**src/rtl/hazard_tracker.sv**
```systemverilog
// Tracks destination tags of in-flight instructions (EX/MEM/WB) and raises a one-cycle load-use stall.
// Optional macro HAZARD_TRACKER_R0_ZERO_EN makes register 0 a hardwired zero (never stalls, never forwards).
module hazard_tracker #(
  parameter int REG_W       = 4,
  parameter int STALL_CNT_W = 16
) (
  input  logic                   clk,
  input  logic                   rst_n,
  input  logic                   id_valid,
  input  logic [REG_W-1:0]       id_rd,
  input  logic                   id_wr_en,
  input  logic                   id_is_load,
  input  logic [REG_W-1:0]       id_rs_a,
  input  logic [REG_W-1:0]       id_rs_b,
  input  logic                   id_use_a,
  input  logic                   id_use_b,
  input  logic                   flush,
  output logic                   stall,
  output logic [REG_W-1:0]       ex_rd,
  output logic [REG_W-1:0]       mem_rd,
  output logic [REG_W-1:0]       wb_rd,
  output logic                   ctrl_ex,
  output logic                   ctrl_mem,
  output logic                   ctrl_wb,
  output logic [STALL_CNT_W-1:0] stall_count
);

  logic                   r_ex_v, r_ex_we, r_ex_ld;
  logic [REG_W-1:0]       r_ex_rd;
  logic                   r_mem_v, r_mem_we;
  logic [REG_W-1:0]       r_mem_rd;
  logic                   r_wb_v, r_wb_we;
  logic [REG_W-1:0]       r_wb_rd;
  logic [STALL_CNT_W-1:0] r_stall_cnt;

  logic w_hit_a, w_hit_b, w_stall, w_issue;

  always_comb begin
    w_hit_a = id_use_a && (r_ex_rd == id_rs_a);
    w_hit_b = id_use_b && (r_ex_rd == id_rs_b);
`ifdef HAZARD_TRACKER_R0_ZERO_EN
    if (id_rs_a == '0) w_hit_a = 1'b0;
    if (id_rs_b == '0) w_hit_b = 1'b0;
`endif
    // flush wins over the stall so a squashed instruction never holds the front end
    w_stall = id_valid && !flush && r_ex_v && r_ex_we && r_ex_ld && (w_hit_a || w_hit_b);
    w_issue = id_valid && !w_stall && !flush;
  end

  always_ff @(posedge clk) begin
    if (!rst_n) begin
      r_ex_v      <= 1'b0;
      r_ex_we     <= 1'b0;
      r_ex_ld     <= 1'b0;
      r_ex_rd     <= '0;
      r_mem_v     <= 1'b0;
      r_mem_we    <= 1'b0;
      r_mem_rd    <= '0;
      r_wb_v      <= 1'b0;
      r_wb_we     <= 1'b0;
      r_wb_rd     <= '0;
      r_stall_cnt <= '0;
    end else begin
      r_wb_v   <= r_mem_v;
      r_wb_we  <= r_mem_we;
      r_wb_rd  <= r_mem_rd;
      r_mem_v  <= r_ex_v;
      r_mem_we <= r_ex_we;
      r_mem_rd <= r_ex_rd;
      if (w_issue) begin
        r_ex_v  <= 1'b1;
        r_ex_we <= id_wr_en;
        r_ex_ld <= id_is_load;
        r_ex_rd <= id_rd;
      end else begin
        r_ex_v  <= 1'b0;
        r_ex_we <= 1'b0;
        r_ex_ld <= 1'b0;
        r_ex_rd <= '0;
      end
      if (w_stall && (r_stall_cnt != '1))
        r_stall_cnt <= r_stall_cnt + STALL_CNT_W'(1);
    end
  end

  // Load data only exists from MEM onward, so a load in EX is never a forwarding source
  always_comb begin
    ctrl_ex  = r_ex_v && r_ex_we && !r_ex_ld;
    ctrl_mem = r_mem_v && r_mem_we;
    ctrl_wb  = r_wb_v && r_wb_we;
`ifdef HAZARD_TRACKER_R0_ZERO_EN
    if (r_ex_rd == '0)  ctrl_ex  = 1'b0;
    if (r_mem_rd == '0) ctrl_mem = 1'b0;
    if (r_wb_rd == '0)  ctrl_wb  = 1'b0;
`endif
  end

  assign stall       = w_stall;
  assign ex_rd       = r_ex_rd;
  assign mem_rd      = r_mem_rd;
  assign wb_rd       = r_wb_rd;
  assign stall_count = r_stall_cnt;

endmodule

```
**config.mk**
```make
export PLATFORM = sky130hd
export DESIGN_NAME = hazard_tracker
export DESIGN_NICKNAME = d
export VERILOG_FILES = /design/src/rtl/hazard_tracker.sv
export SDC_FILE = /design/constraint.sdc
export NUM_CORES = 1
export LEC_CHECK = 0
export CAP_MARGIN = 20
export CORE_AREA = 2 2 85 46
export DETAILED_ROUTE_END_ITERATION = 16
export DIE_AREA = 0 0 87 48
export GPL_ROUTABILITY_DRIVEN = 0
export HOLD_SLACK_MARGIN = 0.1
export PLACE_DENSITY = 0.79
export SLEW_MARGIN = 20
export SYNTH_ARGS = -nofsm -noshare
export SYNTH_HDL_FRONTEND = slang
export SYNTH_SLANG_ARGS = --single-unit
```
**constraint.sdc**
```tcl
create_clock -name clk -period 3.8 [get_ports clk]
set_input_delay 0.76 -clock clk [delete_from_list [all_inputs] [get_ports clk]]
set_output_delay 0.76 -clock clk [all_outputs]
set_load 0.02 [all_outputs]
```
Word level (Yosys, flattened, before mapping)
Index checks and enable logic that the tools add are counted.

Flip-flop bits (word level): 35. Input bits: 20. Output and inout bits: 32. Logic and storage cells: 35.

$add $sub $neg: 1. Equal/unequal tests: 3. Muxes and demuxes: 1. Reduce and logical (&&, ||, !) cells: 19.

Operators by type and width (number): adder 16 x 1 -> 16 bit (second input constant) (1); inequality test 16 bit (second input constant) (1); logical AND 1 bit (14); equality test 4 bit (2); logical NOT 1 bit (3); AND reduction 2 bit (1); logical OR 1 bit (1); 2-to-1 mux 1 bit (1).

Depth between registers and ports, before layout
Gate-level depths: netlist of run 1.

Depth after elaboration: 10. Mapped depth: 7. Mapped depth without buffers: 7.

Worst setup path after synthesis of run 1
No wires, ideal clock.

Kind: input-to-output. Start point: input id_valid. End point: output stall. Data arrival time: 1716 ps. Data required time: 3040 ps. Slack: 1324 ps. Cell stages on the path: 5. Buffers on the path: 0. Cells stage by stage: nor2b_2 -> nand4_4 -> nor3_1 -> nor2_1 -> inv_1.

Word-level cells in the longest chain between the ends: 5.

Ends and longest elaborated chain: from (decl) (RTL line 9) `input logic id_valid,`; logical AND 1 bit (5 in series) (RTL line 46) `w_stall = id_valid && !flush && r_ex_v && r_ex_we && r_ex_ld && (w_hit_a || w_hit_b);`; to (decl) (RTL line 18) `output logic stall,`.

Every way passes these cells.

Worst setup path in the final report of run 1
Start point: input id_rs_a[0]. End point: output stall.

Word-level cells in the longest chain between the ends: 4.

Ends and longest elaborated chain: from (decl) (RTL line 13) `input logic [REG_W-1:0] id_rs_a,`; equality test 4 bit (RTL line 39) `w_hit_a = id_use_a && (r_ex_rd == id_rs_a);`; logical AND 1 bit (RTL line 39); logical OR 1 bit (RTL line 46); logical AND 1 bit (RTL line 46).

Every way passes these cells.

==> results of run 1 <==
[path summary, 6_finish.rpt]
check	start	slack, ns	endpoint	cells past startpoint
max	id_rs_a[0]	0.27	stall	7
min	r_mem_we	0.45	r_wb_we	1
max reg2reg	ex_rd[1]	1.57	stall_count[8]	6
min reg2reg	r_mem_we	0.45	r_wb_we	1
[logic make-up (layout without fill, tap and decap cells)]
| group | Yosys count | in the layout | synth area share |
|---|---|---|---|
| fa+ha+maj | 1 | 1 | 0.00846 |
| buf+inv | 14 | 71 | 0.0364 |
| mux | 4 | 4 | 0.0271 |
| simple gates | 69 | 69 | 0.289 |
| xor+xnor | 6 | 6 | 0.0355 |
| compound gates | 27 | 27 | 0.129 |
| flops | 35 | 35 | 0.474 |
[metal layers]
| layer | global-route usage | part of all wire | vias up |
|---|---|---|---|
| met2 | 0.284 | 0.48 | 36 |
| met1 | 0.186 | 0.46 | 617 |
| met4 | 0.103 | 0.012 | 0 |
| li1 | - | - | 669 |
| met5 | 0 | 0 | - |
| met3 | 0.0552 | 0.047 | 5 |
[layout make-up]
type,count,area [um2]
flip-flops and latches,35,701
fillers,270,1190
clock buffers,6,72.6
inverters,10,37.5
well taps,42,52.6
multi-input cells,107,724
repair buffers,53,526
clock inverters,2,60.1
[per-stage QoR]
stage / cell area (um2) / hold WS, ns / utilization / cells
after floorplan: 1480 / 0.421 / - / 156
after global placement: 2040 / 0.433 / 0.607 / 247
after detailed placement: 2040 / 0.437 / 0.607 / 247
after CTS: 2170 / 0.453 / 0.647 / 255
after global routing: 2170 / 0.467 / 0.647 / 255
final: 2170 / 0.449 / 0.647 / 255
[flip-flops by register name (all words and copies together) (netlist names)]
name,flops
stall_count,16
ex_rd,4
mem_rd,4
wb_rd,4
r_ex_ld,1
r_ex_v,1
r_ex_we,1
r_mem_v,1
r_mem_we,1
r_wb_v,1
r_wb_we,1
[cell usage after synthesis (2+ instances only)]
| cell type | n |
|---|---|
| a21oi_1 | 6 |
| and2_1 | 20 |
| and3_1 | 2 |
| clkbuf_1 | 3 |
| dfxtp_1 | 35 |
| inv_1 | 8 |
| mux2i_1 | 4 |
| nand2_1 | 10 |
| nand2b_1 | 5 |
| nand3_1 | 7 |
| nand4_1 | 2 |
| nor2_1 | 5 |
| nor3_1 | 5 |
| nor4_1 | 2 |
| o21ai_0 | 4 |
| o311a_1 | 2 |
| o31ai_1 | 4 |
| or3_1 | 2 |
| or4_1 | 3 |
| xnor2_1 | 6 |
[report_power, final]
part | switching, mW | internal [mW]
Combinational | 0.0178 | 0.0291
Clock | 0.129 | 0.262
Sequential | 0.00347 | 0.371
==> results.cfg, run 1 <==
[timing]
period_share = 0.930
fmaxAchievable_ghz = 0.283
worst_pin_slew_ns = 0.781
hold_viol = 0
worst_slack_ns = 0.267
slew_viol_final = 0
slew_headroom = 0.476
setup_viol = 0
rsz0062_at_grt = false
setup-tns-final_ns = 0
timing.clock.skew_ns = 0.0115
fin_crit_ns = 3.53

[cells_and_area]
nNetsFinal = 233
diodes = 0
layout-drive-gt1-share = 0.0704
final_common_cell = clkdlybuf4s50_1
area_growth_pct = 47.0
layout_common_cells = 51 x clkdlybuf4s50_1, 35 x dfxtp_1, 20 x and2_1, 10 x nand2_1, 8 x inv_1

[outcome]
status = finished clean

[global_route]
grt_pass1_vias = 1186
grt_pass1_wl_um = 5060
antenna_found_initial = 0
overflow = 0
grt_max_degree = 25
grt_usage = 0.165

[setup_path]
cpPeakStageDelay_ns = 0.61
cpMaxStageDelayCell = clkdlybuf4s50_1
path_cells = clkdlybuf4s50_1 -> inv_1 -> a222oi_1 -> nor4b_4 -> nor2_1 -> inv_1 -> clkdlybuf4s50_1
cp_data_arrival_time_ns = 2.77
crit_buf_inv = 4
crit_required_ns = 3.04
cp_top_family = buffers and inverters
crit_fanout = 4
crit_path_start_kind = input port
path_class = in -> out
critPathCaptureType = output port

[die]
die_w_um = 87
dieArea_mm2 = 0.00418
start_util = 0.440
core_area_mm2 = 0.00336
core.rowCount = 15
die_y_um = 48
ios = 52

[power]
p_total_mw = 0.812
peakVddDrop_mv = 0.273
cellPowerDensity_mw_per_mm2 = 374
total_leakage_power_nw = 0.777

[route]
final_antenna_net_count = 0
drc_errors = 0
wl_per_cell_um = 13.5
viasPerCell = 5.20
dr_total_vias = 1327
drtIter0Drc = 64
first_pass_iters = 4
drt-total-wl_um = 3430

[synth]
synth.top_cell.area_share = 0.474
seq_area_frac_synth = 0.474
synth-seq-cells = 35
synth.distinct_cells = 41
syn-cell-area_mm2 = 0.00148
ys.warnings.count = 0
async_flop_share = 0
ys_top_cells_by_area = dfxtp_1 47%, and2_1 8.5%, xnor2_1 3.6%, mux2i_1 2.7%, nand2_1 2.5%
syn_nets = 177
synth-edff-count = 0
synthCells = 156
syn_avg_cell_area_um2 = 9.48
yosys.area.top_type = dfxtp_1
synth_ff_type = dfxtp_1

[cts]
cts-hold-fix-buffers = 0
cts_setup_buffers = 0
cts_buffer_depth = 2
cts_htree_levels = 2
cts_resized = 0
cts_tree = built
path_clk_slew_ns = 0.07
root_buffer = clkbuf_8
cts_buffers = 5
clk_latency_ns = 0.29
clock_sinks = 35

[min_path]
hp-class = reg -> reg

[job]
maxCapViolCount = 0

[place]
hpwl_um = 2540
portBuffers = 51
dp_slack_ns = 0.265
(Power assumes the default switching activity.)
==> run 2: changes to the inputs <==
--- a/config.mk
+++ b/config.mk
@@ -6,12 +6,15 @@
 export NUM_CORES = 1
 export LEC_CHECK = 0
 export CAP_MARGIN = 20
-export CORE_AREA = 2 2 85 46
+export CELL_PAD_IN_SITES_DETAIL_PLACEMENT = 0
+export CELL_PAD_IN_SITES_GLOBAL_PLACEMENT = 1
+export CORE_AREA = 2 2 95 51
 export DETAILED_ROUTE_END_ITERATION = 16
-export DIE_AREA = 0 0 87 48
+export DIE_AREA = 0 0 97 53
 export GPL_ROUTABILITY_DRIVEN = 0
 export HOLD_SLACK_MARGIN = 0.1
-export PLACE_DENSITY = 0.79
+export PLACE_DENSITY = 0.84
+export REMOVE_ABC_BUFFERS = 1
 export SLEW_MARGIN = 20
 export SYNTH_ARGS = -nofsm -noshare
 export SYNTH_HDL_FRONTEND = slang
==> run 2 against run 1 <==
Cell count grew 5.5%; total power down 15%; critical path depth stayed put; register-to-register slack worse by 0.04 ns; combinational power about the same; critical endpoint unchanged; largest cell class unchanged; largest power group is now sequential cells; highest routed layer unchanged.
==> results.cfg, run 2 (synthesized netlist as in run 1, its figures left out) <==
[outcome]
status = finished clean

[timing]
fmaxAchievable_ghz = 0.279
slew_viol_final = 0
slew_headroom = 0.471
period_share = 0.943
setup_viol = 0
timing.clock.skew_ns = 0.00368
worst_pin_slew_ns = 0.789
setup-tns-final_ns = 0
rsz0062_at_grt = false
hold_viol = 0
whs_ns = 0.449
fin_crit_ns = 3.58

[setup_path]
crit_fanout = 4
cp_data_arrival_time_ns = 2.82
crit_required_ns = 3.04
crit_path_start_kind = input port
critPathCaptureType = output port
path_class = in -> out
reg2reg_depth = 6

[power]
switchingPower_mw = 0.149
cellPowerDensity_mw_per_mm2 = 322
total_leakage_power_nw = 0.759
clock_power_share = 0.390
peakVddDrop_mv = 0.156
seq_power_share = 0.542
p_total_mw = 0.691
switching_share = 0.215
combPwrFrac = 0.068
p_int_mw = 0.542

[cts]
cts-hold-fix-buffers = 0
cts_resized = 0
path_clk_slew_ns = 0.06
cts_htree_levels = 2
cts_tree = built
clock_sinks = 35
cts_setup_buffers = 0
root_buffer = clkbuf_8
cts_buffer_depth = 2
cts_buffers = 5
clk_latency_ns = 0.28

[place]
dp_cells = 262
hpwl_um = 2680
portBuffers = 51

[route]
dr_total_vias = 1303
first_pass_iters = 4
final_antenna_net_count = 0
drtIter0Drc = 74
drc_errors = 0
wl_per_cell_um = 13.2
drt-total-wl_um = 3540
viasPerCell = 4.84

[cells_and_area]
nFillCells = 413
layout_common_cells = 51 x clkdlybuf4s50_1, 35 x dfxtp_1, 20 x and2_1, 10 x nand2_1, 8 x inv_1
area_growth_pct = 45.2
nNetsFinal = 233
largest_register_ff_count = 16
fin_cells = 269
diodes = 0
layout-drive-gt1-share = 0.0708
final_common_cell = clkdlybuf4s50_1

[job]
maxCapViolCount = 0

[global_route]
grt_usage = 0.144
antenna_found_initial = 0
grt_pass1_vias = 1109
grt_max_degree = 25
overflow = 0
grt_pass1_wl_um = 5530

[die]
start_util = 0.346
dieArea_mm2 = 0.00514
ios = 52
core_area_mm2 = 0.00428
core.rowCount = 17
die_y_um = 53
die_w_um = 97

[min_path]
hp-class = reg -> reg
min_path_cells = 1
run 2: routing by layer:
layer  part of all wire  up-vias  global-route usage
met5                  0        -                   0
met1               0.56      584               0.217
met4             0.0068        0              0.0493
met3              0.088        3              0.0647
met2               0.34       50               0.170
li1                   -      666                   -
run 2: cell type report:
class / instances / area (um2) / area share
clock buffers: 6 / 82.6 / 0.0385
clock inverters: 1 / 5.00 / 0.00233
inverters: 10 / 37.5 / 0.0175
multi-input cells: 107 / 724 / 0.337
flip-flops and latches: 35 / 701 / 0.326
well taps: 57 / 71.3 / 0.0332
repair buffers: 53 / 526 / 0.245
run 2: worst paths after layout:
path                     to     start  slack [ns]
max reg2reg  stall_count[8]  ex_rd[1]        1.53
min                 r_wb_we  r_mem_we        0.45
max                   stall  id_valid        0.22
min reg2reg         r_wb_we  r_mem_we        0.45
run 2: through the flow:
step           setup WS (ns)  area (um2)  utilization
5_1_grt               0.0923        2150        0.502
3_5_place_dp           0.235        2060        0.482
2_1_floorplan           1.32        1460            -
4_1_cts                0.222        2150        0.502
3_3_place_gp           0.277        2060        0.482
6_report               0.218        2150        0.502
run 2: critical path, cell delays in order:
cell and delay [ns]:
clkdlybuf4s50_1 0.45, nor2b_2 0.21, nand4_4 0.13, nor4b_4 0.38
nor2_1 0.14, inv_1 0.13, clkdlybuf4s50_1 0.61
run 2: power by group through the flow:
stage               clock (mW)  combinational [mW]  sequential (mW)
global placement             0              0.0474            0.383
CTS                      0.277              0.0479            0.374
detailed placement           0              0.0477            0.383
finish                   0.269              0.0472            0.374
global route             0.297              0.0513            0.375
floorplan                    0              0.0136            0.385
